<file path="src/rtl/cpu_pkg.sv">
// Shared CPU definitions: condition-code encodings, flag bit positions and
// flag-write-enable encodings used by the decoder/condition logic.
package cpu_pkg;

  localparam logic [3:0] COND_EQ = 4'b0000;
  localparam logic [3:0] COND_NE = 4'b0001;
  localparam logic [3:0] COND_CS = 4'b0010;
  localparam logic [3:0] COND_CC = 4'b0011;
  localparam logic [3:0] COND_MI = 4'b0100;
  localparam logic [3:0] COND_PL = 4'b0101;
  localparam logic [3:0] COND_VS = 4'b0110;
  localparam logic [3:0] COND_VC = 4'b0111;
  localparam logic [3:0] COND_HI = 4'b1000;
  localparam logic [3:0] COND_LS = 4'b1001;
  localparam logic [3:0] COND_GE = 4'b1010;
  localparam logic [3:0] COND_LT = 4'b1011;
  localparam logic [3:0] COND_GT = 4'b1100;
  localparam logic [3:0] COND_LE = 4'b1101;
  localparam logic [3:0] COND_AL = 4'b1110;
  localparam logic [3:0] COND_NV = 4'b1111;

  localparam int FLAG_N = 3;
  localparam int FLAG_Z = 2;
  localparam int FLAG_C = 1;
  localparam int FLAG_V = 0;

  localparam logic [1:0] FW_NONE = 2'b00;
  localparam logic [1:0] FW_CV   = 2'b01;
  localparam logic [1:0] FW_NZ   = 2'b10;
  localparam logic [1:0] FW_ALL  = 2'b11;

endpackage

</file>
<file path="src/rtl/cond_check.sv">
// Combinational ARM-style condition evaluator: (cond, flags) -> cond_ex.
// Kept stand-alone so other pipeline stages can reuse it.
module cond_check
  import cpu_pkg::*;
(
  input  logic [3:0] cond,
  input  logic [3:0] flags,
  output logic       cond_ex
);

  logic n, z, c, v;

  assign n = flags[FLAG_N];
  assign z = flags[FLAG_Z];
  assign c = flags[FLAG_C];
  assign v = flags[FLAG_V];

  always_comb begin
    cond_ex = 1'b1;
    case (cond)
      COND_EQ: cond_ex = z;
      COND_NE: cond_ex = !z;
      COND_CS: cond_ex = c;
      COND_CC: cond_ex = !c;
      COND_MI: cond_ex = n;
      COND_PL: cond_ex = !n;
      COND_VS: cond_ex = v;
      COND_VC: cond_ex = !v;
      COND_HI: cond_ex = c & !z;
      COND_LS: cond_ex = !c | z;
      COND_GE: cond_ex = (n == v);
      COND_LT: cond_ex = (n != v);
      COND_GT: cond_ex = !z & (n == v);
      COND_LE: cond_ex = z | (n != v);
      default: cond_ex = 1'b1;
    endcase
  end

endmodule

</file>
<file path="src/rtl/cond_unit.sv">
// Conditional-execution unit: holds the architectural NZCV flags, evaluates the
// instruction condition against them and gates the decoder's write controls.
module cond_unit
  import cpu_pkg::*;
#(
  parameter bit         OUT_REG   = 1'b1,
  parameter logic [3:0] FLAGS_RST = 4'b0000
) (
  input  logic       clk,
  input  logic       rst_n,
  input  logic       valid_in,
  input  logic       stall,
  input  logic       flush,
  input  logic [3:0] cond,
  input  logic [3:0] alu_flags,
  input  logic [1:0] flag_w,
  input  logic       pcs,
  input  logic       reg_w,
  input  logic       mem_w,
  input  logic       no_write,
  output logic       cond_ex,
  output logic [3:0] flags,
  output logic       pc_src,
  output logic       reg_write,
  output logic       mem_write,
  output logic       valid_out
);

  logic [3:0] flags_reg;
  logic       live;
  logic       pc_src_next;
  logic       reg_write_next;
  logic       mem_write_next;

  cond_check u_cond_check (
    .cond    (cond),
    .flags   (flags_reg),
    .cond_ex (cond_ex)
  );

  // valid_in is ANDed first so X on cond while idle cannot reach the flags
  assign live           = valid_in & cond_ex & !flush;
  assign pc_src_next    = pcs & live;
  assign reg_write_next = reg_w & !no_write & live;
  assign mem_write_next = mem_w & live;
  assign flags          = flags_reg;

  always_ff @(posedge clk or negedge rst_n) begin
    if (!rst_n) begin
      flags_reg <= FLAGS_RST;
    end else if (live && !stall) begin
      if (flag_w[1]) flags_reg[FLAG_N:FLAG_Z] <= alu_flags[FLAG_N:FLAG_Z];
      if (flag_w[0]) flags_reg[FLAG_C:FLAG_V] <= alu_flags[FLAG_C:FLAG_V];
    end
  end

  generate
    if (OUT_REG) begin : g_out_reg
      logic pc_src_reg, reg_write_reg, mem_write_reg, valid_out_reg;

      // Flush wins over stall so a squashed instruction never lingers in the stage
      always_ff @(posedge clk or negedge rst_n) begin
        if (!rst_n) begin
          pc_src_reg    <= 1'b0;
          reg_write_reg <= 1'b0;
          mem_write_reg <= 1'b0;
          valid_out_reg <= 1'b0;
        end else if (flush) begin
          pc_src_reg    <= 1'b0;
          reg_write_reg <= 1'b0;
          mem_write_reg <= 1'b0;
          valid_out_reg <= 1'b0;
        end else if (!stall) begin
          pc_src_reg    <= pc_src_next;
          reg_write_reg <= reg_write_next;
          mem_write_reg <= mem_write_next;
          valid_out_reg <= live;
        end
      end

      assign pc_src    = pc_src_reg;
      assign reg_write = reg_write_reg;
      assign mem_write = mem_write_reg;
      assign valid_out = valid_out_reg;
    end else begin : g_out_comb
      assign pc_src    = pc_src_next;
      assign reg_write = reg_write_next;
      assign mem_write = mem_write_next;
      assign valid_out = live & !stall;
    end
  endgenerate

endmodule

</file>
<file path="config.mk">
export PLATFORM = sky130hd
export DESIGN_NAME = cond_unit
export DESIGN_NICKNAME = d
export VERILOG_FILES = /design/src/rtl/cpu_pkg.sv /design/src/rtl/cond_check.sv /design/src/rtl/cond_unit.sv
export SDC_FILE = /design/constraint.sdc
export NUM_CORES = 1
export LEC_CHECK = 0
export ABC_AREA = 0
export CORE_MARGIN = 10
export CORE_UTILIZATION = 25
export DETAILED_ROUTE_END_ITERATION = 7
export DONT_BUFFER_PORTS = 1
export GPL_ROUTABILITY_DRIVEN = 0
export GPL_TIMING_DRIVEN = 1
export PLACE_DENSITY = 0.37
export SYNTH_ARGS = -nofsm -noshare
export SYNTH_HDL_FRONTEND = slang
export SYNTH_SLANG_ARGS = --single-unit
</file>
<file path="constraint.sdc">
create_clock -name clk -period 3.1 [get_ports clk]
set_clock_uncertainty 0.15 [all_clocks]
set_input_delay 0.155 -clock clk [delete_from_list [all_inputs] [get_ports clk]]
set_output_delay 0.155 -clock clk [all_outputs]
set_load 0.005 [all_outputs]
</file>
* Yosys cells after proc, flatten, opt, wreduce, memory -nomap -nowiden *
Cells that the tools add are included.

storage, ports and cells
  RAM bits = 0
  memory bits (read-only) = 0
  memories kept = 0
  word-level logic and storage cells = 52
  flip-flop bits (word level) = 8
  bits in latches = 0

operators by class
  multiply operators = 0
  shifts and indexed selects = 0
  reductions and logical operators = 11
  $add $sub $neg = 0
  bitwise logic cells = 10
  div/mod/pow operators = 0
  $lt $le $gt $ge = 0
  muxes and demuxes = 9
  equality and inequality tests = 16

operator list
  kind                  count
  $eq A4 B4 Y1 const B  6
  $eq A4 B3 Y1 const B  4
  $pmux W1 S14          1
  $and A1 B1 Y1         8
  $eq A4 B2 Y1 const B  2
  $mux W1               8
  $logic_not A1 Y1      7
  $eq A4 B1 Y1 const B  1
  $logic_not A4 Y1      1
  $reduce_and A2 Y1     2
  $ne A2 B1 Y1 const B  1
  $or A1 B1 Y1          2
  $eq A1 B1 Y1          1
  $logic_and A1 B1 Y1   1
  $ne A1 B1 Y1          1

* Longest topological paths before layout *
  depth in word-level cells = 8
  gate-level depth with buffers = 6
  gate-level depth less buffers = 5

* By module *
Synthesis repeated with hierarchy kept, for this count alone.

second synthesis, totals
  cell total of the unflattened synthesis = 44
  area total of the unflattened synthesis = 509.2 µm²

modules (own cells, without submodules)
  module      cells an instance  times used  seq. area each (µm²)  area an instance (µm²)
  cond_unit   21                 1           200.2                 344.1
  cond_check  23                 1           0.0                   165.2

* Worst setup path after synthesis *
OpenSTA, ideal clock, no wires.

  kind = flip-flop to flip-flop
  start point = reg flags_reg[0], in the netlist flags[0]
  end point = reg flags_reg[0], in the netlist flags[0]
  stages on the path, launching flop included = 6
  period minus slack after synthesis = 1883 ps
  library setup time = 128 ps
  required time = 2822 ps
  data arrival time = 1605 ps
  slack = 1217 ps
  cell sequence = dfrtp_1 -> xnor2_1 -> a221oi_1 -> o22ai_2 -> a211oi_2 -> mux2_1

on the way
  word-level cells in the longest chain between the ends = 7

ends and longest elaborated chain
  item                                           line                                source
  start: declaration                             cond_unit.sv:29                     logic [3:0] flags_reg;
  start signal: indexed assignment               cond_unit.sv:52                     if (flag_w[1]) flags_reg[FLAG_N:FLAG_Z] <= alu_flags[FLAG_N:FLAG_Z];
  start signal: indexed assignment               cond_unit.sv:53                     if (flag_w[0]) flags_reg[FLAG_C:FLAG_V] <= alu_flags[FLAG_C:FLAG_V];
  $ne A1 B1 Y1 or $eq A1 B1 Y1 (tied branches)   -
  $or A1 B1 Y1 or $and A1 B1 Y1 (tied branches)  cond_check.sv:34, cond_check.sv:33
  $pmux W1 S14 *                                 cond_check.sv:20                    case (cond)
  $and A1 B1 Y1 * (2 in a row)                   cond_unit.sv:42                     assign live = valid_in & cond_ex & !flush;
  $logic_and A1 B1 Y1 *                          cond_unit.sv:51                     end else if (live && !stall) begin
  $reduce_and A2 Y1 (no source line) *           -

Mark *: on every way between the ends. The rest lies on a longest branch, timed or not.
A chain may end at the register's enable or synchronous reset.

* Worst setup path in the final report *
  start point = reg flags_reg[0], in the netlist flags[0]
  end point = reg g_out_reg.reg_write_reg, in the netlist reg_write

on the way
  word-level cells in the longest chain between the ends = 8

ends and longest elaborated chain
  item                                           line                                source
  $ne A1 B1 Y1 or $eq A1 B1 Y1 (tied branches)   -
  $or A1 B1 Y1 or $and A1 B1 Y1 (tied branches)  cond_check.sv:34, cond_check.sv:33
  $pmux W1 S14 *                                 cond_check.sv:20
  $and A1 B1 Y1 * (2 in a row)                   cond_unit.sv:42
  $and A1 B1 Y1 *                                cond_unit.sv:44                     assign reg_write_next = reg_w & !no_write & live;
  $mux W1 *                                      cond_unit.sv:73                     end else if (!stall) begin
  $mux W1 *                                      cond_unit.sv:68                     end else if (flush) begin
  end signal: assignment                         cond_unit.sv:75                     reg_write_reg <= reg_write_next;
  end: declaration                               cond_unit.sv:59                     logic pc_src_reg, reg_write_reg, mem_write_reg, valid_out_reg;

Mark *: on every way between the ends. The rest lies on a longest branch, timed or not. The select of a mux whose other input is x is not followed.

==> impl_metrics.csv <==
group,metric,value,unit
critical_path,setup.worst_path.start_class,"flop",
power_and_ir_drop,cellPowerDensity,499.5,mW/mm²
sta,fin_tns_setup,0,ns
logic_synthesis,synth_compound_area_share,23.90,%
sta,setup-violations-final,0,
critical_path,timing.rr.start,"flags[0]",
critical_path,worstPathMaxFanout,6,
critical_path,worstSetupPathType,"flop to flop",
grt,gr-usage-all-layers,6.698,%
cells_and_area,layout-drive-gt1-share,14.75,%
logic_synthesis,seq_area_frac_synth,37.12,%
logic_synthesis,syn_area,539.3,µm²
clock_network,htree_levels,1,
clock_network,cts_buffers,3,
placed_design,dp.cells,76,
die,die_x,66.45,µm
cells_and_area,largest_reg_flops,4,
cells_and_area,diodes,0,
sta,rsz0062_at_grt,"no",
clock_network,cts_setup_buffers,0,
sta,fmax,387.4,MHz
logic_synthesis,yosys.area_share.xor_xnor,4.872,%
routing,drc_errors,0,
critical_path,cp-end-kind,"flop",
job,maxCapViolCount,0,
routing,drt_iter0_drc,16,
logic_synthesis,synth_async_sr_flop_share,100.0,%
clock_network,clockBufferDepth,2,
sta,finalHoldViolCount,0,
critical_path,critical_path_arrival,2.56,ns
worst_hold_path,hp-start,"flush",
cells_and_area,fin_cells,88,
logic_synthesis,synth-adder-area-share,0,%
grt,grt_pass1_wl,2311,µm
logic_synthesis,syn_inst,51,
clock_network,cts_tree,"yes",
sta,fin_crit_sh,83.26,%
sta,fin_crit,2.581,ns
clock_network,cts_sinks,8,
die,io_pins,28,
routing,drt_pass1_iterations,4,
cells_and_area,regArea,200.2,µm²
routing,routed_wl,1467,µm
logic_synthesis,ys.flop_type,"dfrtp_1",
critical_path,ff2ff_setup_slack,0.52,ns
logic_synthesis,synth_top_family_by_area,"compound AO/OA/AOI/OAI gates",
grt,antenna_found_initial,0,
routing,avgRoutedWirePerCell,16.67,µm
cells_and_area,final.fill_count,217,
clock_network,root_buffer,"clkbuf_4",
power_and_ir_drop,cellLeakagePower,0.2809,nW
logic_synthesis,synth_cell_types,25,
logic_synthesis,synth_mux_area_share,12.30,%
sta,slew_headroom,74.49,%
routing,vias,449,
clock_network,insertion_delay,0.24,ns
grt,grt_max_degree,11,
routing,postRouteAntennaNets,0,
logic_synthesis,syn_area_per_cell,10.57,µm²
status,outcome,"completed",
die,core_area,0.002002,mm²
cells_and_area,multiInputGateArea,309.0,µm²
die,die_area,0.004415,mm²
worst_hold_path,whs_endpoint,"valid_out",
sta,final-max-slew-violation-count,0,
worst_hold_path,hold_path.class,"primary input to flop",
grt,grt.overflow.total,0,
cells_and_area,area_delta_synth_final,24.36,%
die,die_h,66.45,µm
grt,grt_pass1_vias,470,
worst_hold_path,holdPathStages,2,
logic_synthesis,synth_warnings,0,
die,rows,16,
cells_and_area,fin_nets,82,
placed_design,hpwlAfterDp,1245,µm
sta,tightest_slew,0.3814,ns
logic_synthesis,syn-num-nets,70,
logic_synthesis,yosys.area_share.simple,16.24,%
critical_path,reg2reg_to,"reg_write",
logic_synthesis,synth_edf_count,0,
critical_path,ff2ff_path_depth,6,
die,start_util,26.94,%
routing,vias_per_cell,5.102,
logic_synthesis,ys_seq_elements,8,
placed_design,port_buffers,0,
power_and_ir_drop,ir_worst_vdd,314.5,µV
critical_path,required,3.08,ns
clock_network,path_clk_slew,0.05,ns
cell families (layout without fill, tap and decap cells):
logic type	after synthesis	in the layout
XOR/XNOR	3	3
flip-flops	8	8
AND/OR/NAND/NOR	14	14
multiplexers	6	6
buffers and inverters	6	16
AO/OA/AOI/OAI	14	14
critical path: stages (launching register included):
cell and delay (ns):
dfrtp_1 0.47, xnor2_1 0.19, a22o_1 0.26, a211oi_2 0.35
a21oi_1 0.21, a32o_1 0.29, dlygate4sd3_1 0.55
per-stage QoR:
| step | setup WS (ns) | cell area, µm² | utilization (%) | power, mW | hold WS (ns) |
|---|---|---|---|---|---|
| 2_1_floorplan | 1.217 | 539.3 | - | 0.2320 | -0.2906 |
| 3_3_place_gp | 1.101 | 558.0 | 27.88 | 0.2485 | -0.2903 |
| 3_5_place_dp | 1.038 | 558.0 | 27.88 | 0.2544 | -0.2902 |
| 4_1_cts | 0.4906 | 670.6 | 33.50 | 0.3433 | 0.02104 |
| 5_1_grt | 0.4070 | 670.6 | 33.50 | 0.3611 | 0.03250 |
| 6_report | 0.5188 | 670.6 | 33.50 | 0.3350 | 0.02815 |
per-layer routing:
layer / up-vias / GRT usage, % / share of wire, %
li1: 212 / - / -
met1: 218 / 7.312 / 39
met2: 15 / 10.53 / 50
met3: 4 / 2.881 / 9.2
met4: 0 / 3.927 / 1.6
met5: - / 0 / 0
synth_stat cells (2+ instances only):
library cell / number / area (µm²)
nor2_1: 2 / 7.510
a22o_1: 3 / 26.28
dfrtp_1: 8 / 200.2
nor2b_1: 2 / 12.51
xnor2_1: 3 / 26.28
buf_4: 2 / 15.01
inv_1: 4 / 15.01
nand2_1: 4 / 15.01
mux2_1: 4 / 45.04
a21oi_1: 2 / 10.01
a211oi_2: 3 / 37.54
repair_timing:
action,in CTS,in global routing
resized for setup,0,0
hold endpoints to repair,15,0
hold buffers,9,0
layout by cell type, fill, tap and decap left out, types with 2 or more instances in the layout:
master and instances:
a22o_1 3, xnor2_1 3, a21oi_1 2, clkbuf_4 3, nor2_1 2, mux2_1 4
a211oi_2 3, inv_1 4, dfrtp_1 8, dlygate4sd3_1 9, nand2_1 4, nor2b_1 2
how the worst max path moves through the flow:
stage                     startpoint   endpoint  slack (ns)  cells past startpoint
after global routing        flags[0]  reg_write        0.41                      6
after global placement      flags[0]   flags[2]        1.10                      5
after floorplan             flags[0]   flags[0]        1.22                      5
final                       flags[0]  reg_write        0.52                      6
after detailed placement    flags[0]  reg_write        1.04                      5
after CTS                   flags[0]  reg_write        0.49                      6
cell type report:
class | instances | share of cell area, %
sequential | 8 | 29.85
tap | 27 | 5.037
timing repair buffer | 9 | 13.43
multi-input combinational | 37 | 46.08
clock buffer | 3 | 3.358
inverter | 4 | 2.239
where the power goes:
part	switching (mW)	internal (mW)	total [mW]	leakage, nW
combinational	0.0430	0.0553	0.0983	0.163
sequential	0.0357	0.125	0.161	0.104
clock	0.0318	0.0441	0.0759	0.0138
total	0.111	0.224	0.335	0.281
Power figures use the tool's default switching activity.
